==> config.mk <==
export PLATFORM = sky130hd
export DESIGN_NAME = gear_selector_flat
export DESIGN_NICKNAME = d
export VERILOG_FILES = /design/src/rtl/gear_selector_if.sv /design/src/rtl/gear_selector.sv /design/src/flat_wrapper.sv
export SDC_FILE = /design/constraint.sdc
export NUM_CORES = 1
export LEC_CHECK = 0
export ABC_AREA = 0
export ABC_CLOCK_PERIOD_IN_PS = 6600
export CAP_MARGIN = 10
export CELL_PAD_IN_SITES_DETAIL_PLACEMENT = 1
export CELL_PAD_IN_SITES_GLOBAL_PLACEMENT = 1
export CORE_MARGIN = 2
export CORE_UTILIZATION = 49
export CTS_CLUSTER_DIAMETER = 200
export DETAILED_ROUTE_END_ITERATION = 6
export DONT_BUFFER_PORTS = 1
export GPL_TIMING_DRIVEN = 0
export PLACE_DENSITY_LB_ADDON = 0.2
export SYNTH_ARGS = -nofsm -noshare
export SYNTH_HDL_FRONTEND = slang
export SYNTH_SLANG_ARGS = --single-unit
==> constraint.sdc <==
create_clock -name clk -period 6.6 [get_ports clk]
set_clock_uncertainty 0.1 [all_clocks]
set_input_delay 1.32 -clock clk [delete_from_list [all_inputs] [get_ports clk]]
set_output_delay 1.32 -clock clk [all_outputs]
set_load 0.005 [all_outputs]
==> src/rtl/gear_selector_if.sv <==
// rtl/gear_selector_if.sv - driver-side inputs and selector outputs of gear_selector
interface gear_selector_if;
    logic       engine_on;
    logic       brake;
    logic [7:0] speed;
    logic [2:0] gear_num;
    logic       btn_up;
    logic       btn_down;
    logic       btn_low;
    logic       btn_plus;
    logic       btn_minus;
    logic [3:0] current_gear;
    logic       is_low_gear_mode;
    logic [2:0] max_gear_limit;
    logic       shift_ack;
    logic       shift_reject;

    modport master (
        output engine_on, brake, speed, gear_num,
        output btn_up, btn_down, btn_low, btn_plus, btn_minus,
        input  current_gear, is_low_gear_mode, max_gear_limit, shift_ack, shift_reject
    );

    modport slave (
        input  engine_on, brake, speed, gear_num,
        input  btn_up, btn_down, btn_low, btn_plus, btn_minus,
        output current_gear, is_low_gear_mode, max_gear_limit, shift_ack, shift_reject
    );
endinterface

==> src/rtl/gear_selector.sv <==
// rtl/gear_selector.sv - debounced P/R/N/D selector with brake/speed interlocks and manual low-gear limit
// Optional AUTO_PARK_EN: engine-off at standstill forces P.
module gear_selector #(
    parameter int DEBOUNCE_CYCLES   = 4,
    parameter int R_ENTRY_MAX_SPEED = 3,
    parameter int LOW_DOWN_GUARD    = 30
) (
    input  logic            clk,
    input  logic            rst,
    gear_selector_if.slave  bus
);
    localparam int CW = $clog2(DEBOUNCE_CYCLES + 1);

    typedef enum logic [3:0] {
        S_P = 4'd3,
        S_R = 4'd6,
        S_N = 4'd9,
        S_D = 4'd12
    } gear_t;

    // Button bit order: up, down, low, plus, minus
    logic [4:0]    raw;
    logic [4:0]    sync1, sync2, db_level, db_prev, req;
    logic [CW-1:0] cnt [5];

    assign raw = {bus.btn_up, bus.btn_down, bus.btn_low, bus.btn_plus, bus.btn_minus};

    always_ff @(posedge clk) begin
        if (rst) begin
            sync1    <= '0;
            sync2    <= '0;
            db_level <= '0;
            db_prev  <= '0;
            req      <= '0;
            for (int i = 0; i < 5; i++) cnt[i] <= '0;
        end else begin
            sync1   <= raw;
            sync2   <= sync1;
            db_prev <= db_level;
            req     <= db_level & ~db_prev;
            for (int i = 0; i < 5; i++) begin
                if (sync2[i] == db_level[i]) begin
                    cnt[i] <= '0;
                end else if (cnt[i] == CW'(DEBOUNCE_CYCLES - 1)) begin
                    db_level[i] <= sync2[i];
                    cnt[i]      <= '0;
                end else begin
                    cnt[i] <= cnt[i] + CW'(1);
                end
            end
        end
    end

    logic       req_up, req_dn, req_low, req_plus, req_minus;
    gear_t      state;
    logic       low_mode;
    logic [2:0] lim;
    logic       ack, rej;
    logic [2:0] gear_clamped;
    logic [8:0] down_guard;
    logic       minus_ok;

    assign {req_up, req_dn, req_low, req_plus, req_minus} = req;

    always_comb begin
        gear_clamped = bus.gear_num;
        if (bus.gear_num == 3'd0) gear_clamped = 3'd1;
        if (bus.gear_num == 3'd7) gear_clamped = 3'd6;
    end

    // Speed ceiling for stepping down to target lim-1; only meaningful when lim>1.
    assign down_guard = 9'd5 + 9'd30 * ({6'd0, lim} - 9'd2) + 9'(LOW_DOWN_GUARD);
    assign minus_ok   = (lim > 3'd1) && ({1'b0, bus.speed} <= down_guard);

`ifdef AUTO_PARK_EN
    logic engine_q;
`endif

    always_ff @(posedge clk) begin
        if (rst) begin
            state    <= S_P;
            low_mode <= 1'b0;
            lim      <= 3'd6;
            ack      <= 1'b0;
            rej      <= 1'b0;
`ifdef AUTO_PARK_EN
            engine_q <= 1'b0;
`endif
        end else begin
            ack <= 1'b0;
            rej <= 1'b0;
`ifdef AUTO_PARK_EN
            engine_q <= bus.engine_on;
            if (engine_q && !bus.engine_on && bus.speed == 8'd0) begin
                state    <= S_P;
                low_mode <= 1'b0;
                lim      <= 3'd6;
                ack      <= 1'b1;
            end else
`endif
            if (req_up || req_dn) begin
                // Selector wins; any concurrent low/plus/minus request is dropped.
                if ((req_up && req_dn) || !bus.engine_on) begin
                    rej <= 1'b1;
                end else if (req_up) begin
                    case (state)
                        S_R: if (bus.speed == 8'd0) begin
                                 state <= S_P;
                                 ack   <= 1'b1;
                             end else rej <= 1'b1;
                        S_N: if (bus.speed <= 8'(R_ENTRY_MAX_SPEED)) begin
                                 state <= S_R;
                                 ack   <= 1'b1;
                             end else rej <= 1'b1;
                        S_D: begin
                                 state    <= S_N;
                                 low_mode <= 1'b0;
                                 lim      <= 3'd6;
                                 ack      <= 1'b1;
                             end
                        default: rej <= 1'b1;
                    endcase
                end else begin
                    case (state)
                        S_P: if (bus.brake && bus.speed == 8'd0) begin
                                 state <= S_R;
                                 ack   <= 1'b1;
                             end else rej <= 1'b1;
                        S_R: begin
                                 state <= S_N;
                                 ack   <= 1'b1;
                             end
                        S_N: begin
                                 state <= S_D;
                                 ack   <= 1'b1;
                             end
                        default: rej <= 1'b1;
                    endcase
                end
            end else if (req_low || req_plus || req_minus) begin
                if (!bus.engine_on || (req_plus && req_minus)) begin
                    rej <= 1'b1;
                end else if (req_low) begin
                    if (state != S_D) begin
                        rej <= 1'b1;
                    end else if (low_mode) begin
                        low_mode <= 1'b0;
                        lim      <= 3'd6;
                        ack      <= 1'b1;
                    end else begin
                        low_mode <= 1'b1;
                        lim      <= gear_clamped;
                        ack      <= 1'b1;
                    end
                end else if (req_plus) begin
                    if (low_mode && lim != 3'd6) begin
                        lim <= lim + 3'd1;
                        ack <= 1'b1;
                    end else rej <= 1'b1;
                end else begin
                    if (low_mode && minus_ok) begin
                        lim <= lim - 3'd1;
                        ack <= 1'b1;
                    end else rej <= 1'b1;
                end
            end
        end
    end

    assign bus.current_gear     = state;
    assign bus.is_low_gear_mode = low_mode;
    assign bus.max_gear_limit   = lim;
    assign bus.shift_ack        = ack;
    assign bus.shift_reject     = rej;
endmodule

==> src/flat_wrapper.sv <==
// flat-port wrapper written by rule: the top's interface ports become plain ports
module gear_selector_flat 
#(
    parameter int DEBOUNCE_CYCLES   = 4,
    parameter int R_ENTRY_MAX_SPEED = 3,
    parameter int LOW_DOWN_GUARD    = 30
)
  (clk, rst, bus_engine_on, bus_brake, bus_speed, bus_gear_num, bus_btn_up, bus_btn_down, bus_btn_low, bus_btn_plus, bus_btn_minus, bus_current_gear, bus_is_low_gear_mode, bus_max_gear_limit, bus_shift_ack, bus_shift_reject);
  gear_selector_if bus_i ();
  input  logic clk;
  input  logic rst;
  input wire logic [$bits(bus_i.engine_on)-1:0] bus_engine_on;
  input wire logic [$bits(bus_i.brake)-1:0] bus_brake;
  input wire logic [$bits(bus_i.speed)-1:0] bus_speed;
  input wire logic [$bits(bus_i.gear_num)-1:0] bus_gear_num;
  input wire logic [$bits(bus_i.btn_up)-1:0] bus_btn_up;
  input wire logic [$bits(bus_i.btn_down)-1:0] bus_btn_down;
  input wire logic [$bits(bus_i.btn_low)-1:0] bus_btn_low;
  input wire logic [$bits(bus_i.btn_plus)-1:0] bus_btn_plus;
  input wire logic [$bits(bus_i.btn_minus)-1:0] bus_btn_minus;
  output wire logic [$bits(bus_i.current_gear)-1:0] bus_current_gear;
  output wire logic [$bits(bus_i.is_low_gear_mode)-1:0] bus_is_low_gear_mode;
  output wire logic [$bits(bus_i.max_gear_limit)-1:0] bus_max_gear_limit;
  output wire logic [$bits(bus_i.shift_ack)-1:0] bus_shift_ack;
  output wire logic [$bits(bus_i.shift_reject)-1:0] bus_shift_reject;
  assign bus_i.engine_on = bus_engine_on;
  assign bus_i.brake = bus_brake;
  assign bus_i.speed = bus_speed;
  assign bus_i.gear_num = bus_gear_num;
  assign bus_i.btn_up = bus_btn_up;
  assign bus_i.btn_down = bus_btn_down;
  assign bus_i.btn_low = bus_btn_low;
  assign bus_i.btn_plus = bus_btn_plus;
  assign bus_i.btn_minus = bus_btn_minus;
  assign bus_current_gear = bus_i.current_gear;
  assign bus_is_low_gear_mode = bus_i.is_low_gear_mode;
  assign bus_max_gear_limit = bus_i.max_gear_limit;
  assign bus_shift_ack = bus_i.shift_ack;
  assign bus_shift_reject = bus_i.shift_reject;
  gear_selector #(.DEBOUNCE_CYCLES(DEBOUNCE_CYCLES), .R_ENTRY_MAX_SPEED(R_ENTRY_MAX_SPEED), .LOW_DOWN_GUARD(LOW_DOWN_GUARD)) u_core (.clk(clk), .rst(rst), .bus(bus_i));
endmodule
* Word-level counts from Yosys, hierarchy flattened
Memories as Yosys holds them, arrays and structs flattened.
Cells that the tools add are included.
** Word-level totals
- Register bits :: 35
- Bits in writable memories :: 15
- Input bits :: 20
- Output and inout bits :: 10
- Word-level logic and storage cells :: 238
- Memories :: 1
** Operators by class
- Add/sub/neg operators :: 10
- Multiply operators :: 1
- Order comparisons :: 3
- Equality and inequality tests :: 28
- Muxes and demuxes :: 131
- Bitwise gates (word level) :: 23
- Reduce and logical (&&, ||, !) cells :: 27
** Memories
- u_core.cnt :: words 5, bits a word 3, read ports 5, clocked after memory_dff 0, write ports 5, line gear_selector.sv:24 : logic [CW-1:0] cnt [5];
** Operator list (count)
- 1-bit two-way mux :: 92
- 3-bit two-way mux :: 29
- 4-bit case mux with 3 select lines :: 2
- 3-bit by 1-bit adder with 3-bit output, second input constant :: 6
- 4-bit two-way mux :: 4
- 3-bit by 2-bit == test with 1-bit output, second input constant :: 5
- 1-bit OR :: 15
- 7-bit AND reduction :: 2
- 3-bit inequality test, second input constant :: 4
- 2-bit AND reduction :: 5
- 3-bit by 9-bit adder with 9-bit output, first input constant :: 1
- 9-bit by 5-bit adder with 9-bit output, second input constant :: 1
- 8-bit by 9-bit less-or-equal comparator with 1-bit output :: 1
- 4-bit by 9-bit multiplier with 8-bit output, first input constant :: 1
- 4-bit == test, second input constant :: 2
- 8-bit by 2-bit less-or-equal comparator with 1-bit output, second input constant :: 1
- 8-bit logical NOT :: 1
- 4-bit inequality test, second input constant :: 2
- 8-bit AND reduction :: 1
- 4-bit nonzero test :: 2
- 1-bit logical AND :: 6
- 2-bit by 1-bit inequality test with 1-bit output, second input constant :: 3
- 1-bit inverter :: 6
- 1-bit case mux with 3 select lines :: 2
- 18 further kinds :: 29

* Longest topological paths before layout
Gate-level depths: netlist of run 1.
- Depth in word-level cells :: 13
- Gate-level depth with buffers :: 20

* Worst setup path before layout of run 1
Ideal clock, no wire load.
- Path type :: register to register
- From :: register u_core.lim[2] (netlist: u_core.bus.max_gear_limit[2])
- To :: register u_core.lim[0] (netlist: u_core.bus.max_gear_limit[0])
- Arrival :: 4854 ps
- Required time :: 6379 ps
- Setup slack :: 1524 ps
- Stages on the path, launching flop included :: 20
- Period minus slack after synthesis :: 5076 ps
- Path through :: dfxtp_1 > clkbuf_1 > inv_1 > ha_1 > xor2_1 > ha_1 > or2_2 > ha_1 > and4bb_1 > o31a_1 > or2_2 > a21oi_1 > xnor2_1 > ha_1 > nand4_1 > and3_1 > and2_2 > or2_2 > o31ai_2 > mux2_4
** Between the ends
- Word-level cells in the longest chain between the ends :: 9
- Elaborated cells between the ends (all ways) :: 13
- Those cells by class :: add/sub (3); mul (1); order compare (2); eq/ne (2); reduce/logical (5)
** RTL lines
- start: declaration :: line gear_selector.sv:57 : logic [2:0] lim;
- start signal: assignment :: line gear_selector.sv:152 : lim <= gear_clamped;
- start signal: assignment :: line gear_selector.sv:157 : lim <= lim + 3'd1;
- start signal: assignment :: line gear_selector.sv:162 : lim <= lim - 3'd1;
- 3-bit by 2-bit subtractor with 4-bit output :: line gear_selector.sv:72 : assign down_guard = 9'd5 + 9'd30 * ({6'd0, lim} - 9'd2) + 9'(LOW_DOWN_GUARD);
- 4-bit by 9-bit multiplier with 8-bit output :: line gear_selector.sv:72
- 3-bit by 9-bit adder with 9-bit output :: line gear_selector.sv:72
- 9-bit by 5-bit adder with 9-bit output :: line gear_selector.sv:72
- 8-bit by 9-bit less-or-equal comparator with 1-bit output :: line gear_selector.sv:73 : assign minus_ok = (lim > 3'd1) && ({1'b0, bus.speed} <= down_guard);
- 1-bit logical AND :: line gear_selector.sv:73
- 1-bit logical AND :: line gear_selector.sv:161 : if (low_mode && minus_ok) begin
- 4-bit nonzero test (no source line)
- 8-bit AND reduction (no source line) *
Mark *: on every way between the ends. The rest lies on a longest branch, timed or not.
A chain may end at the register's enable or synchronous reset.

* Worst setup path after layout of run 1
- From :: register u_core.lim[0] (netlist: u_core.bus.max_gear_limit[0])
- To :: register u_core.lim[0] (netlist: u_core.bus.max_gear_limit[0])
** Between the ends
- Word-level cells in the longest chain between the ends :: 9
- Elaborated cells between the ends (all ways) :: 22
- Those cells by class :: add/sub (5); mul (1); order compare (2); eq/ne (2); mux (7); reduce/logical (5)
** RTL lines (line)
- 3-bit by 2-bit subtractor with 4-bit output :: gear_selector.sv:72
- 4-bit by 9-bit multiplier with 8-bit output :: gear_selector.sv:72
- 3-bit by 9-bit adder with 9-bit output :: gear_selector.sv:72
- 9-bit by 5-bit adder with 9-bit output :: gear_selector.sv:72
- 8-bit by 9-bit less-or-equal comparator with 1-bit output :: gear_selector.sv:73
- 1-bit logical AND :: gear_selector.sv:73
- 1-bit logical AND :: gear_selector.sv:161
- 4-bit nonzero test (no source line)
- 8-bit AND reduction (no source line)
Parallel ways exist; a longest one is shown, timed or not. The select of a mux whose other input is x is not followed.

==> qor.log, run 1 <==
[outcome] status finished, final reports clean
[detailed_routing] number of DRC markers after the initial detailed-route iteration 34
[global_routing] maximum number of pins on one net before global-route repair 16
[clock_network] TritonCTS clock tree built
[detailed_routing] average wire per cell in the routed design 14.8 um
[global_routing] wire length of the first global-routing pass 10100 um
[place] post-place instance area 0.00299 mm2
[timing] slew at the pin closest to its max-slew limit 0.542 ns
[synth] share of synthesized area occupied by flip-flops and latches 40.4%
[detailed_routing] remaining antenna violation count 0
[clock_network] latest clock arrival within the worst-skew pair 0.30 ns
[power] maximum ir drop on the vdd rail 0.131 mV
[cells_and_area] layout overhead on the synthesized area 7.96%
[setup_path] type of element capturing the critical path register
[timing] Setup TNS 0 ns
[synth] top_reg_cell synth sky130_fd_sc_hd__dfxtp_1
[synth] instance count of the mapped netlist 298
[synth] ranking of synthesized cells by area sky130_fd_sc_hd__dfxtp_1, sky130_fd_sc_hd__edfxtp_1, sky130_fd_sc_hd__ha_1, sky130_fd_sc_hd__nor2_1, sky130_fd_sc_hd__nor2b_1
[power] pwr/cell area 172 mW/mm2
[global_routing] via count of the first global-routing pass 2281
[clock_network] number of setup buffers added after CTS 0
[clock_network] number of buffers inserted for hold repair after clock tree synthesis 0
[cells_and_area] most used cells in the layout excluding fill and tap cells sky130_fd_sc_hd__nor2_1, sky130_fd_sc_hd__dfxtp_1, sky130_fd_sc_hd__ha_1
[synth] Netlist Area Pre-Place 0.00285 mm2
[cells_and_area] post-layout net count 369
[timing] crit share post-route 85.9%
[detailed_routing] number of remaining DRC errors 0
[die] core area 0.00557 mm2
[detailed_routing] first-pass iteration count of the detailed router 4
[setup_path] Crit path max-delay family simple AND/OR/NAND/NOR gates
[place] count of buffers from port buffering 0
[synth] unique cell type count in the Yosys netlist 53
[synth] fraction of registers with async set/reset 0%
[setup_path] required time worst endpoint 6.69 ns
[place] final weighted congestion in routability-driven placement 0.783
[min_path] worst min-delay path category reg -> reg
[synth] share of Yosys cell area claimed by the top area cell type 24.6%
[clock_network] Sink Count 50
[cells_and_area] Fill cells 660
[setup_path] kind of launch point of the worst setup path register
[synth] Yosys top cell by area sky130_fd_sc_hd__dfxtp_1
[timing] Hold Violations, Final 0
[die] starting density of the core 51.1%
[clock_network] TritonCTS Buffers 5
[setup_path] most used cell, CP sky130_fd_sc_hd__ha_1
[detailed_routing] total via count after detailed routing 2124
[die] Boundary Pins 30
[clock_network] number of H-tree branching levels 2
[synth] average instance area after synthesis 9.55 um2
[synth] number of synthesized flops with an enable pin 15
[setup_path] Arrival @ worst endpoint 5.76 ns
[setup_path] CP max stage delay 0.61 ns
[global_routing] GRT Util Overall 20.1%
[timing] number of failing setup endpoints in the final timing report 0
[synth] synthesis warning total 0
[synth] Seq cells post-synth 50
[detailed_routing] total detailed-routing wirelength 5820 um
[die] number of placement rows 27
[clock_network] Clk Tree Root Cell sky130_fd_sc_hd__clkbuf_8
[die] die outline width 80.2 um
[die] chip height 80.2 um
[die] die outline area 0.00643 mm2
[timing] Final Max Tran Viols 0
[power] Leak 1.29 nW
[timing] achievable clock frequency 0.176 GHz
[timing] post-route minimum period 5.67 ns
[clock_network] clock-pin transition on the worst setup and hold timing paths 0.09 ns
[timing] RSZ-0062 raised after global routing false
[clock_network] Max clock buf depth 2
[setup_path] Worst Setup Path Type reg -> reg
[global_routing] number of antenna violations at the first check in global routing 0
[setup_path] cell breakdown of the critical path inv_1, ha_1, xor2_1, ha_1, or2_2, ha_1, and4bb_1, o31a_1, or2_2, a21oi_1, xnor2_1, ha_1, nand4_1, and3_1, and2_2, or2_2, o31ai_2, mux2_4
[setup_path] buffer and inverter count on the worst path 1
[setup_path] critical-path cell with the highest stage delay sky130_fd_sc_hd__dfxtp_1
[cells_and_area] final antenna diode count 0
[cells_and_area] most common cell after layout, fill and taps aside sky130_fd_sc_hd__nor2_1
[detailed_routing] vias per std cell 5.42
[place] placed wire-length estimate after detailed placement 4640 um
[cells_and_area] area taken by flip-flops and latches 0.00115 mm2
[cells_and_area] area taken by multi-input logic gates 0.00162 mm2
[job] max_cap viols 0
[global_routing] total gr overflow 0
[timing] max-slew headroom at the worst pin 63.6%
[cells_and_area] Finished Cell Area 0.00307 mm2
[clock_network] cells resized by post-CTS repair 0
[cells_and_area] share of post-route cells with drive strength above 1 7.81%
[setup_path] largest driver fanout on the critical path 10
cells in the mapped netlist (3+ instances only):
master / instances
sky130_fd_sc_hd__nor2_1: 36
sky130_fd_sc_hd__dfxtp_1: 35
sky130_fd_sc_hd__ha_1: 30
sky130_fd_sc_hd__inv_1: 20
sky130_fd_sc_hd__nor2b_1: 20
sky130_fd_sc_hd__a21oi_1: 15
sky130_fd_sc_hd__edfxtp_1: 15
sky130_fd_sc_hd__mux2i_1: 10
sky130_fd_sc_hd__nand2_1: 10
sky130_fd_sc_hd__o21ai_0: 10
sky130_fd_sc_hd__xnor2_1: 9
sky130_fd_sc_hd__nor3_1: 7
sky130_fd_sc_hd__clkbuf_1: 6
sky130_fd_sc_hd__nand3_1: 6
sky130_fd_sc_hd__or3_1: 6
sky130_fd_sc_hd__a211oi_1: 5
sky130_fd_sc_hd__nand4_1: 5
sky130_fd_sc_hd__xor2_1: 5
sky130_fd_sc_hd__or2_2: 4
sky130_fd_sc_hd__nand2b_1: 3
sky130_fd_sc_hd__o21a_1: 3
per-stage QoR:
step                      hold slack [ns]  util [%]  total power [mW]  setup WS [ns]  cells
after floorplan                     0.267         -             0.356           1.52    312
after global placement              0.272      53.6             0.361           1.01    384
after detailed placement            0.275      53.6             0.363          0.943    384
after CTS                           0.290      55.1             0.535          0.915    392
after global routing                0.294      55.1             0.551          0.620    392
final                               0.282      55.1             0.527          0.931    392
final timing paths:
kind / end / from / cells after the start / slack [ns]
worst max-delay path: u_core.bus.max_gear_limit[0] / u_core.bus.max_gear_limit[0] / 18 / 0.93
worst min-delay path: u_core.req[2] / u_core.db_prev[2] / 1 / 0.28
worst max register to register: u_core.bus.max_gear_limit[0] / u_core.bus.max_gear_limit[0] / 18 / 0.93
worst min register to register: u_core.req[2] / u_core.db_prev[2] / 1 / 0.28
area by class of cell:
class | count | area share (%)
Tap cell | 72 | 2.93
Clock inverter | 1 | 0.244
Clock buffer | 7 | 2.48
Sequential cell | 50 | 37.5
Inverter | 20 | 2.44
Buffer | 8 | 1.63
Multi-Input combinational cell | 234 | 52.8
per-layer routing:
metal / wire length (um) / vias to the layer above / global-route usage (%)
met5: 0 / - / 0
met4: 73 / 0 / 6.44
met3: 208 / 5 / 3.48
met2: 3020 / 28 / 37.5
met1: 2520 / 1021 / 23.0
li1: - / 1070 / -
power breakdown:
group | internal, mW | switching (mW)
registers | 0.323 | 0.00303
logic | 0.0130 | 0.0165
clock network | 0.0751 | 0.0964
total | 0.412 | 0.116
sequential cells by signal, indices dropped and copies added, names as in the netlist:
signal	count
u_core.cnt	15
u_core.bus.max_gear_limit	3
u_core.bus.shift_ack	1
u_core.bus.current_gear	4
u_core.bus.shift_reject	1
u_core.sync1	5
u_core.bus.is_low_gear_mode	1
u_core.req	5
u_core.db_level	5
u_core.sync2	5
u_core.db_prev	5
kinds of logic after synthesis:
kind of cell / synth area share [%]
compound gates: 11.2
xor+xnor: 4.31
fa+ha+maj: 13.5
buf+inv: 4.40
flops: 40.4
mux: 4.04
other cells: 0.132
simple gates: 21.9
Power figures use the tool's default switching activity.
==> inputs of run 2 (changes only) <==
Settings changed: CTS_CLUSTER_SIZE from default to 16.
==> results of run 2 <==
The final DEF is identical to that of run 1; final timing and power are the same.
